[src/rtl/raptor64_operand_stage_if.sv]
// Operand-stage bundle: decode side, register-file ports, X/M/W forwarding
// inputs and the registered execute-side outputs.
interface raptor64_operand_stage_if #(
  parameter int WID = 64,
  parameter int IRW = 42
);
  logic [IRW-1:0] dIR;
  logic           d_valid;
  logic           d_stall;
  logic [4:0]     rfa_sel;
  logic [4:0]     rfb_sel;
  logic [WID-1:0] rfoa;
  logic [WID-1:0] rfob;
  logic [4:0]     x_tgt;
  logic [4:0]     m_tgt;
  logic [4:0]     w_tgt;
  logic [WID-1:0] x_res;
  logic [WID-1:0] m_res;
  logic [WID-1:0] w_res;
  logic           x_wr;
  logic           m_wr;
  logic           w_wr;
  logic           x_is_load;
  logic           x_stall;
  logic           flush;
  logic [IRW-1:0] xIR;
  logic [WID-1:0] a;
  logic [WID-1:0] b;
  logic [WID-1:0] imm;
  logic           x_valid;

  // slave: the operand stage itself; master: the surrounding pipeline
  modport slave (
    input  dIR, d_valid, rfoa, rfob, x_tgt, m_tgt, w_tgt, x_res, m_res, w_res,
           x_wr, m_wr, w_wr, x_is_load, x_stall, flush,
    output d_stall, rfa_sel, rfb_sel, xIR, a, b, imm, x_valid
  );

  modport master (
    output dIR, d_valid, rfoa, rfob, x_tgt, m_tgt, w_tgt, x_res, m_res, w_res,
           x_wr, m_wr, w_wr, x_is_load, x_stall, flush,
    input  d_stall, rfa_sel, rfb_sel, xIR, a, b, imm, x_valid
  );
endinterface

[src/rtl/raptor64_operand_stage.sv]
// Register-read / operand stage: forwarding muxes, IMM-prefix immediate
// assembly, load-use hazard detection and the execute-stage input registers.
module raptor64_operand_stage #(
  parameter int             WID    = 64,
  parameter int             IRW    = 42,
  parameter logic [IRW-1:0] NOP_IR = '0,
  parameter logic [6:0]     IMM_OP = 7'h70
) (
  input logic clk_i,
  input logic rst_i,
  raptor64_operand_stage_if.slave bus
);
  localparam int PW = WID - 25;

  logic [6:0]     opcode;
  logic           is_imm;
  logic           haz;
  logic [WID-1:0] imm_next;

  logic [IRW-1:0] xir_reg;
  logic [WID-1:0] a_reg;
  logic [WID-1:0] b_reg;
  logic [WID-1:0] imm_reg;
  logic           x_valid_reg;
  logic [PW-1:0]  pfx_reg;
  logic           pfx_valid_reg;

  assign opcode = bus.dIR[41:35];
  assign is_imm = (opcode == IMM_OP);

  // Port 0 reads Ra, port 1 reads Rb; X results from a load are not ready yet.
  for (genvar gi = 0; gi < 2; gi++) begin : g_port
    logic [4:0]     sel;
    logic [WID-1:0] rf_data;
    logic [WID-1:0] val;
    logic           hit_x;

    assign sel     = (gi == 0) ? bus.dIR[34:30] : bus.dIR[29:25];
    assign rf_data = (gi == 0) ? bus.rfoa : bus.rfob;
    assign hit_x   = (bus.x_tgt == sel);

    always_comb begin
      val = rf_data;
      if (sel == 5'd0)
        val = '0;
      else if (bus.x_wr && hit_x && !bus.x_is_load)
        val = bus.x_res;
      else if (bus.m_wr && bus.m_tgt == sel)
        val = bus.m_res;
      else if (bus.w_wr && bus.w_tgt == sel)
        val = bus.w_res;
    end
  end

  assign haz = bus.d_valid && bus.x_wr && bus.x_is_load && (bus.x_tgt != 5'd0) &&
               (g_port[0].hit_x || g_port[1].hit_x);

  assign imm_next = pfx_valid_reg ? {pfx_reg, bus.dIR[24:0]}
                                  : {{PW{bus.dIR[24]}}, bus.dIR[24:0]};

  assign bus.d_stall = rst_i && (bus.x_stall || haz);
  assign bus.rfa_sel = bus.dIR[34:30];
  assign bus.rfb_sel = bus.dIR[29:25];
  assign bus.xIR     = xir_reg;
  assign bus.a       = a_reg;
  assign bus.b       = b_reg;
  assign bus.imm     = imm_reg;
  assign bus.x_valid = x_valid_reg;

  always_ff @(posedge clk_i or negedge rst_i) begin
    if (!rst_i) begin
      xir_reg       <= NOP_IR;
      a_reg         <= '0;
      b_reg         <= '0;
      imm_reg       <= '0;
      x_valid_reg   <= 1'b0;
      pfx_reg       <= '0;
      pfx_valid_reg <= 1'b0;
    end else if (bus.flush) begin
      xir_reg       <= NOP_IR;
      x_valid_reg   <= 1'b0;
      pfx_valid_reg <= 1'b0;
    end else if (bus.x_stall) begin
      xir_reg       <= xir_reg;
      x_valid_reg   <= x_valid_reg;
    end else if (haz) begin
      xir_reg       <= NOP_IR;
      x_valid_reg   <= 1'b0;
    end else if (bus.d_valid && is_imm) begin
      // Prefix overlaps the low opcode bits; the last prefix seen wins.
      xir_reg       <= NOP_IR;
      x_valid_reg   <= 1'b0;
      pfx_reg       <= bus.dIR[PW-1:0];
      pfx_valid_reg <= 1'b1;
    end else if (bus.d_valid) begin
      xir_reg       <= bus.dIR;
      a_reg         <= g_port[0].val;
      b_reg         <= g_port[1].val;
      imm_reg       <= imm_next;
      x_valid_reg   <= 1'b1;
      pfx_valid_reg <= 1'b0;
    end else begin
      xir_reg       <= NOP_IR;
      x_valid_reg   <= 1'b0;
    end
  end
endmodule

[src/flat_wrapper.sv]
// flat-port wrapper written by rule: the top's interface ports become plain ports
module raptor64_operand_stage_flat 
#(
  parameter int             WID    = 64,
  parameter int             IRW    = 42,
  parameter logic [IRW-1:0] NOP_IR = '0,
  parameter logic [6:0]     IMM_OP = 7'h70
)
  (clk_i, rst_i, bus_dIR, bus_d_valid, bus_rfoa, bus_rfob, bus_x_tgt, bus_m_tgt, bus_w_tgt, bus_x_res, bus_m_res, bus_w_res, bus_x_wr, bus_m_wr, bus_w_wr, bus_x_is_load, bus_x_stall, bus_flush, bus_d_stall, bus_rfa_sel, bus_rfb_sel, bus_xIR, bus_a, bus_b, bus_imm, bus_x_valid);
  raptor64_operand_stage_if #(.WID(WID), .IRW(IRW)) bus_i ();
  input logic clk_i;
  input logic rst_i;
  input wire logic [$bits(bus_i.dIR)-1:0] bus_dIR;
  input wire logic [$bits(bus_i.d_valid)-1:0] bus_d_valid;
  input wire logic [$bits(bus_i.rfoa)-1:0] bus_rfoa;
  input wire logic [$bits(bus_i.rfob)-1:0] bus_rfob;
  input wire logic [$bits(bus_i.x_tgt)-1:0] bus_x_tgt;
  input wire logic [$bits(bus_i.m_tgt)-1:0] bus_m_tgt;
  input wire logic [$bits(bus_i.w_tgt)-1:0] bus_w_tgt;
  input wire logic [$bits(bus_i.x_res)-1:0] bus_x_res;
  input wire logic [$bits(bus_i.m_res)-1:0] bus_m_res;
  input wire logic [$bits(bus_i.w_res)-1:0] bus_w_res;
  input wire logic [$bits(bus_i.x_wr)-1:0] bus_x_wr;
  input wire logic [$bits(bus_i.m_wr)-1:0] bus_m_wr;
  input wire logic [$bits(bus_i.w_wr)-1:0] bus_w_wr;
  input wire logic [$bits(bus_i.x_is_load)-1:0] bus_x_is_load;
  input wire logic [$bits(bus_i.x_stall)-1:0] bus_x_stall;
  input wire logic [$bits(bus_i.flush)-1:0] bus_flush;
  output wire logic [$bits(bus_i.d_stall)-1:0] bus_d_stall;
  output wire logic [$bits(bus_i.rfa_sel)-1:0] bus_rfa_sel;
  output wire logic [$bits(bus_i.rfb_sel)-1:0] bus_rfb_sel;
  output wire logic [$bits(bus_i.xIR)-1:0] bus_xIR;
  output wire logic [$bits(bus_i.a)-1:0] bus_a;
  output wire logic [$bits(bus_i.b)-1:0] bus_b;
  output wire logic [$bits(bus_i.imm)-1:0] bus_imm;
  output wire logic [$bits(bus_i.x_valid)-1:0] bus_x_valid;
  assign bus_i.dIR = bus_dIR;
  assign bus_i.d_valid = bus_d_valid;
  assign bus_i.rfoa = bus_rfoa;
  assign bus_i.rfob = bus_rfob;
  assign bus_i.x_tgt = bus_x_tgt;
  assign bus_i.m_tgt = bus_m_tgt;
  assign bus_i.w_tgt = bus_w_tgt;
  assign bus_i.x_res = bus_x_res;
  assign bus_i.m_res = bus_m_res;
  assign bus_i.w_res = bus_w_res;
  assign bus_i.x_wr = bus_x_wr;
  assign bus_i.m_wr = bus_m_wr;
  assign bus_i.w_wr = bus_w_wr;
  assign bus_i.x_is_load = bus_x_is_load;
  assign bus_i.x_stall = bus_x_stall;
  assign bus_i.flush = bus_flush;
  assign bus_d_stall = bus_i.d_stall;
  assign bus_rfa_sel = bus_i.rfa_sel;
  assign bus_rfb_sel = bus_i.rfb_sel;
  assign bus_xIR = bus_i.xIR;
  assign bus_a = bus_i.a;
  assign bus_b = bus_i.b;
  assign bus_imm = bus_i.imm;
  assign bus_x_valid = bus_i.x_valid;
  raptor64_operand_stage #(.WID(WID), .IRW(IRW), .NOP_IR(NOP_IR), .IMM_OP(IMM_OP)) u_core (.clk_i(clk_i), .rst_i(rst_i), .bus(bus_i));
endmodule
[config.mk]
export PLATFORM = sky130hd
export DESIGN_NAME = raptor64_operand_stage_flat
export DESIGN_NICKNAME = d
export VERILOG_FILES = /design/src/rtl/raptor64_operand_stage_if.sv /design/src/rtl/raptor64_operand_stage.sv /design/src/flat_wrapper.sv
export SDC_FILE = /design/constraint.sdc
export NUM_CORES = 1
export LEC_CHECK = 0
export ABC_AREA = 1
export BUFFER_PORTS_ARGS = -buffer_cell sky130_fd_sc_hd__buf_4
export CAP_MARGIN = 20
export CORE_AREA = 2 2 244 246
export DETAILED_ROUTE_END_ITERATION = 6
export DIE_AREA = 0 0 246 248
export HOLD_SLACK_MARGIN = 0.1
export SETUP_SLACK_MARGIN = 0.2
export SLEW_MARGIN = 20
export SYNTH_ARGS = -nofsm -noshare
export SYNTH_HDL_FRONTEND = slang
export SYNTH_SLANG_ARGS = --single-unit
[constraint.sdc]
create_clock -name clk_i -period 1.9 [get_ports clk_i]
set_clock_uncertainty 0.1 [all_clocks]
set_input_delay 0.095 -clock clk_i [delete_from_list [all_inputs] [get_ports clk_i]]
set_output_delay 0.095 -clock clk_i [all_outputs]
set_load 0.1 [all_outputs]
==> results.py <==
metrics = {
    "final_layout": {
        "nets": 3741,
        "final_util": 0.479,
        "n_fill_cell": 5603,
        "finalNonFillerCells": 4168,
        "drive_gt1_frac": 0.260,
        "syn2layout_area_growth_pct": 75.4,
    },
    "global_routing": {
        "antenna_found_initial": 19,
        "grt-ovfl-total": 0,
        "grtUsageTotal": 0.274,
        "grt_pass1_wl_um": 128000,
        "grt_pass1_vias": 21300,
        "grt_max_degree": 93,
    },
    "yosys": {
        "synthXorXnorAreaFrac": 0.00165,
        "yosys.area_share.simple": 0.420,
        "synthMuxAreaShare": 0,
        "syn_nets": 2737,
        "synth_top_family_by_area": "simple AND/OR/NAND/NOR gates",
        "yosys_warnings": 0,
        "ys_ff_latch": 275,
        "ys_types": 25,
        "syn_area_per_cell_sq_um": 6.78,
        "synthesis.area_sq_um": 16000,
        "synth_compound_area_frac": 0.0595,
        "synth_fa_ha_area_frac": 0,
        "postSynthCellCount": 2351,
        "synth_seq_area_share": 0.431,
    },
    "clocking": {
        "cts_tree": "built",
        "clkTransAtPathRegs_ns": 0.06,
        "clk_latency_ns": 0.54,
        "clockRootBuffer": "clkbuf_16",
        "cts.htree.levels": 2,
        "cts_buffers": 36,
        "cts_buffer_depth": 3,
        "cts.sink_count": 275,
    },
    "route": {
        "vias_per_cell": 5.18,
        "ant_nets": 0,
        "first_iter_violations": 1923,
        "remaining_drc_errors": 0,
        "vias": 21600,
        "drt_wl_total_um": 90700,
        "dr.pass1.iters": 7,
        "post_drt_wl_per_cell_um": 21.8,
    },
    "sta": {
        "max_freq_mhz": 586,
        "rsz0062_at_grt": "yes",
        "fin_crit_ns": 1.71,
        "setup_viol": 0,
        "hold_viol_final": 0,
        "maxSlewViolCount": 0,
        "fin_ws_ns": 0.194,
        "worst_pin_slew_ns": 0.560,
        "relSlewSlack": 0.627,
        "fin_crit_sh": 0.898,
        "fin_setup_tns_ns": 0,
    },
    "floorplan": {
        "die_area_sq_um": 61000,
        "initial_utilization": 0.273,
        "rows": 89,
        "die_y_um": 248,
        "die_x_um": 246,
        "ios": 632,
        "coreArea_sq_um": 58500,
    },
    "power_and_ir_drop": {
        "finalPower_w": 0.0258,
        "ir_drop_mv": 0.855,
        "power_density_nw_per_um2": 924,
        "p_leak_nw": 14.6,
    },
    "place": {
        "gp_congestion": 0.938,
        "dp_slack_ns": -0.129,
        "dp_cells": 3681,
        "post-dp-hpwl_um": 60200,
        "port_buffers": 631,
    },
    "run_status": {
        "status": "finished, final reports clean",
    },
    "worst_setup_path": {
        "crit_chain": "buf_4, inv_2, dlygate4sd3_1, buf_4, nand3_1, nor3_1, buf_4, nor2_4, buf_12, nand2_1, nand2_1",
        "slowest_stage": "dlygate4sd3_1",
        "crit_type": "in2reg",
        "cp.required_ns": 2.22,
        "cp.arrival_ns": 2.02,
        "crit_path_max_fanout": 30,
        "cp-start-kind": "input port",
        "slowest_delay_ns": 0.56,
        "r2r_slack_ns": 0.67,
        "endpoint_kind": "flip-flop",
        "path_common_cell": "buf_4",
    },
    "min_path": {
        "hp-class": "in2reg",
    },
    "flow_run": {
        "maxCapViolations": 0,
    },
}
[metrics by stage]
stage / instance area, sq um / hold slack [ns]
after floorplan: 16000 / -0.301
after global placement: 22400 / -0.127
after detailed placement: 22400 / -0.129
after CTS: 27400 / 0.129
after global routing: 28000 / 0.181
final: 28000 / 0.154
[power by group]
part | leakage [nW] | total (W) | internal, W | switching (W)
Sequential | 3.54 | 0.00722 | 0.00665 | 0.000574
Clock | 0.593 | 0.00713 | 0.00437 | 0.00276
Combinational | 10.4 | 0.0115 | 0.00294 | 0.00854
[layout make-up]
cell class,count,area (sq um),share of cell area
Clock buffer,54,1090,0.0390
Multi-Input combinational cell,1754,7860,0.281
Inverter,132,502,0.0179
Tap cell,773,967,0.0346
Antenna cell,16,40.0,0.00143
Timing Repair Buffer,1156,10500,0.375
Sequential cell,275,6880,0.246
Clock inverter,8,131,0.00470
[path summary, 6_finish.rpt]
check,cells after the start,from,to
max in group asynchronous,5,rst_i,u_core.bus.b[12]
min,7,bus_x_wr,u_core.bus.xIR[36]
max reg2reg,4,u_core.pfx_valid_reg,u_core.bus.imm[49]
max,11,bus_dIR[28],u_core.bus.b[45]
min reg2reg,2,u_core.pfx_reg[37],u_core.pfx_reg[37]
min in group asynchronous,4,rst_i,u_core.bus.imm[4]
[cells by family (layout without fill, tap and decap cells)]
group | count (synthesis) | in the layout
flops | 275 | 275
other cells | 0 | 16
buf+inv | 322 | 1350
xor+xnor | 3 | 3
compound gates | 189 | 189
simple gates | 1562 | 1562
[layout by cell type, fill, tap and decap left out, types with 41 or more instances in the layout]
master,netlist,final
a21oi_1,44,41
buf_4,26,713
inv_1,123,117
nand4_1,66,66
nand3_1,503,498
dfrtp_1,275,275
nand2_1,952,951
dlygate4sd3_1,0,377
o21ai_1,75,75
buf_12,0,52
clkbuf_16,0,48
o21ai_0,69,69
[cell usage after synthesis (all sizes together)]
cell type	count	area, sq um
clkbuf	94	353
dfrtp	275	6880
nor2	33	139
nand4	67	425
a21oi	44	220
nor4	1	6.26
nand3	504	2530
xor2	2	17.5
nand2	953	3580
nor3	3	15.0
o21ai	144	721
a21boi	1	7.51
buf	96	546
nand3b	1	7.51
inv	132	495
xnor2	1	8.76
[routing by layer]
metal / part of all wire / vias up / global-route usage / routed length [um]
met5: 0.00073 / - / 0 / 66
met4: 0.057 / 10 / 0.149 / 5140
met3: 0.11 / 417 / 0.0752 / 10200
met2: 0.47 / 1531 / 0.448 / 42200
met1: 0.37 / 9955 / 0.326 / 33100
li1: - / 9690 / - / -
[worst max-delay path, delay by kind of cell]
kind | cells | cell delay [ns]
AND/OR/NAND/NOR | 5 | 0.62
buffers and inverters | 6 | 1.27
[timing repair]
item,4_1_cts,5_1_grt
gates resized for setup,1,24
setup endpoints to repair,1,82
endpoints found under the hold margin,511,0
setup buffers,0,21
gates cloned,0,10
pin swaps,0,6
hold buffers,378,0
Note: power is estimated with default switching activity, not from simulation.
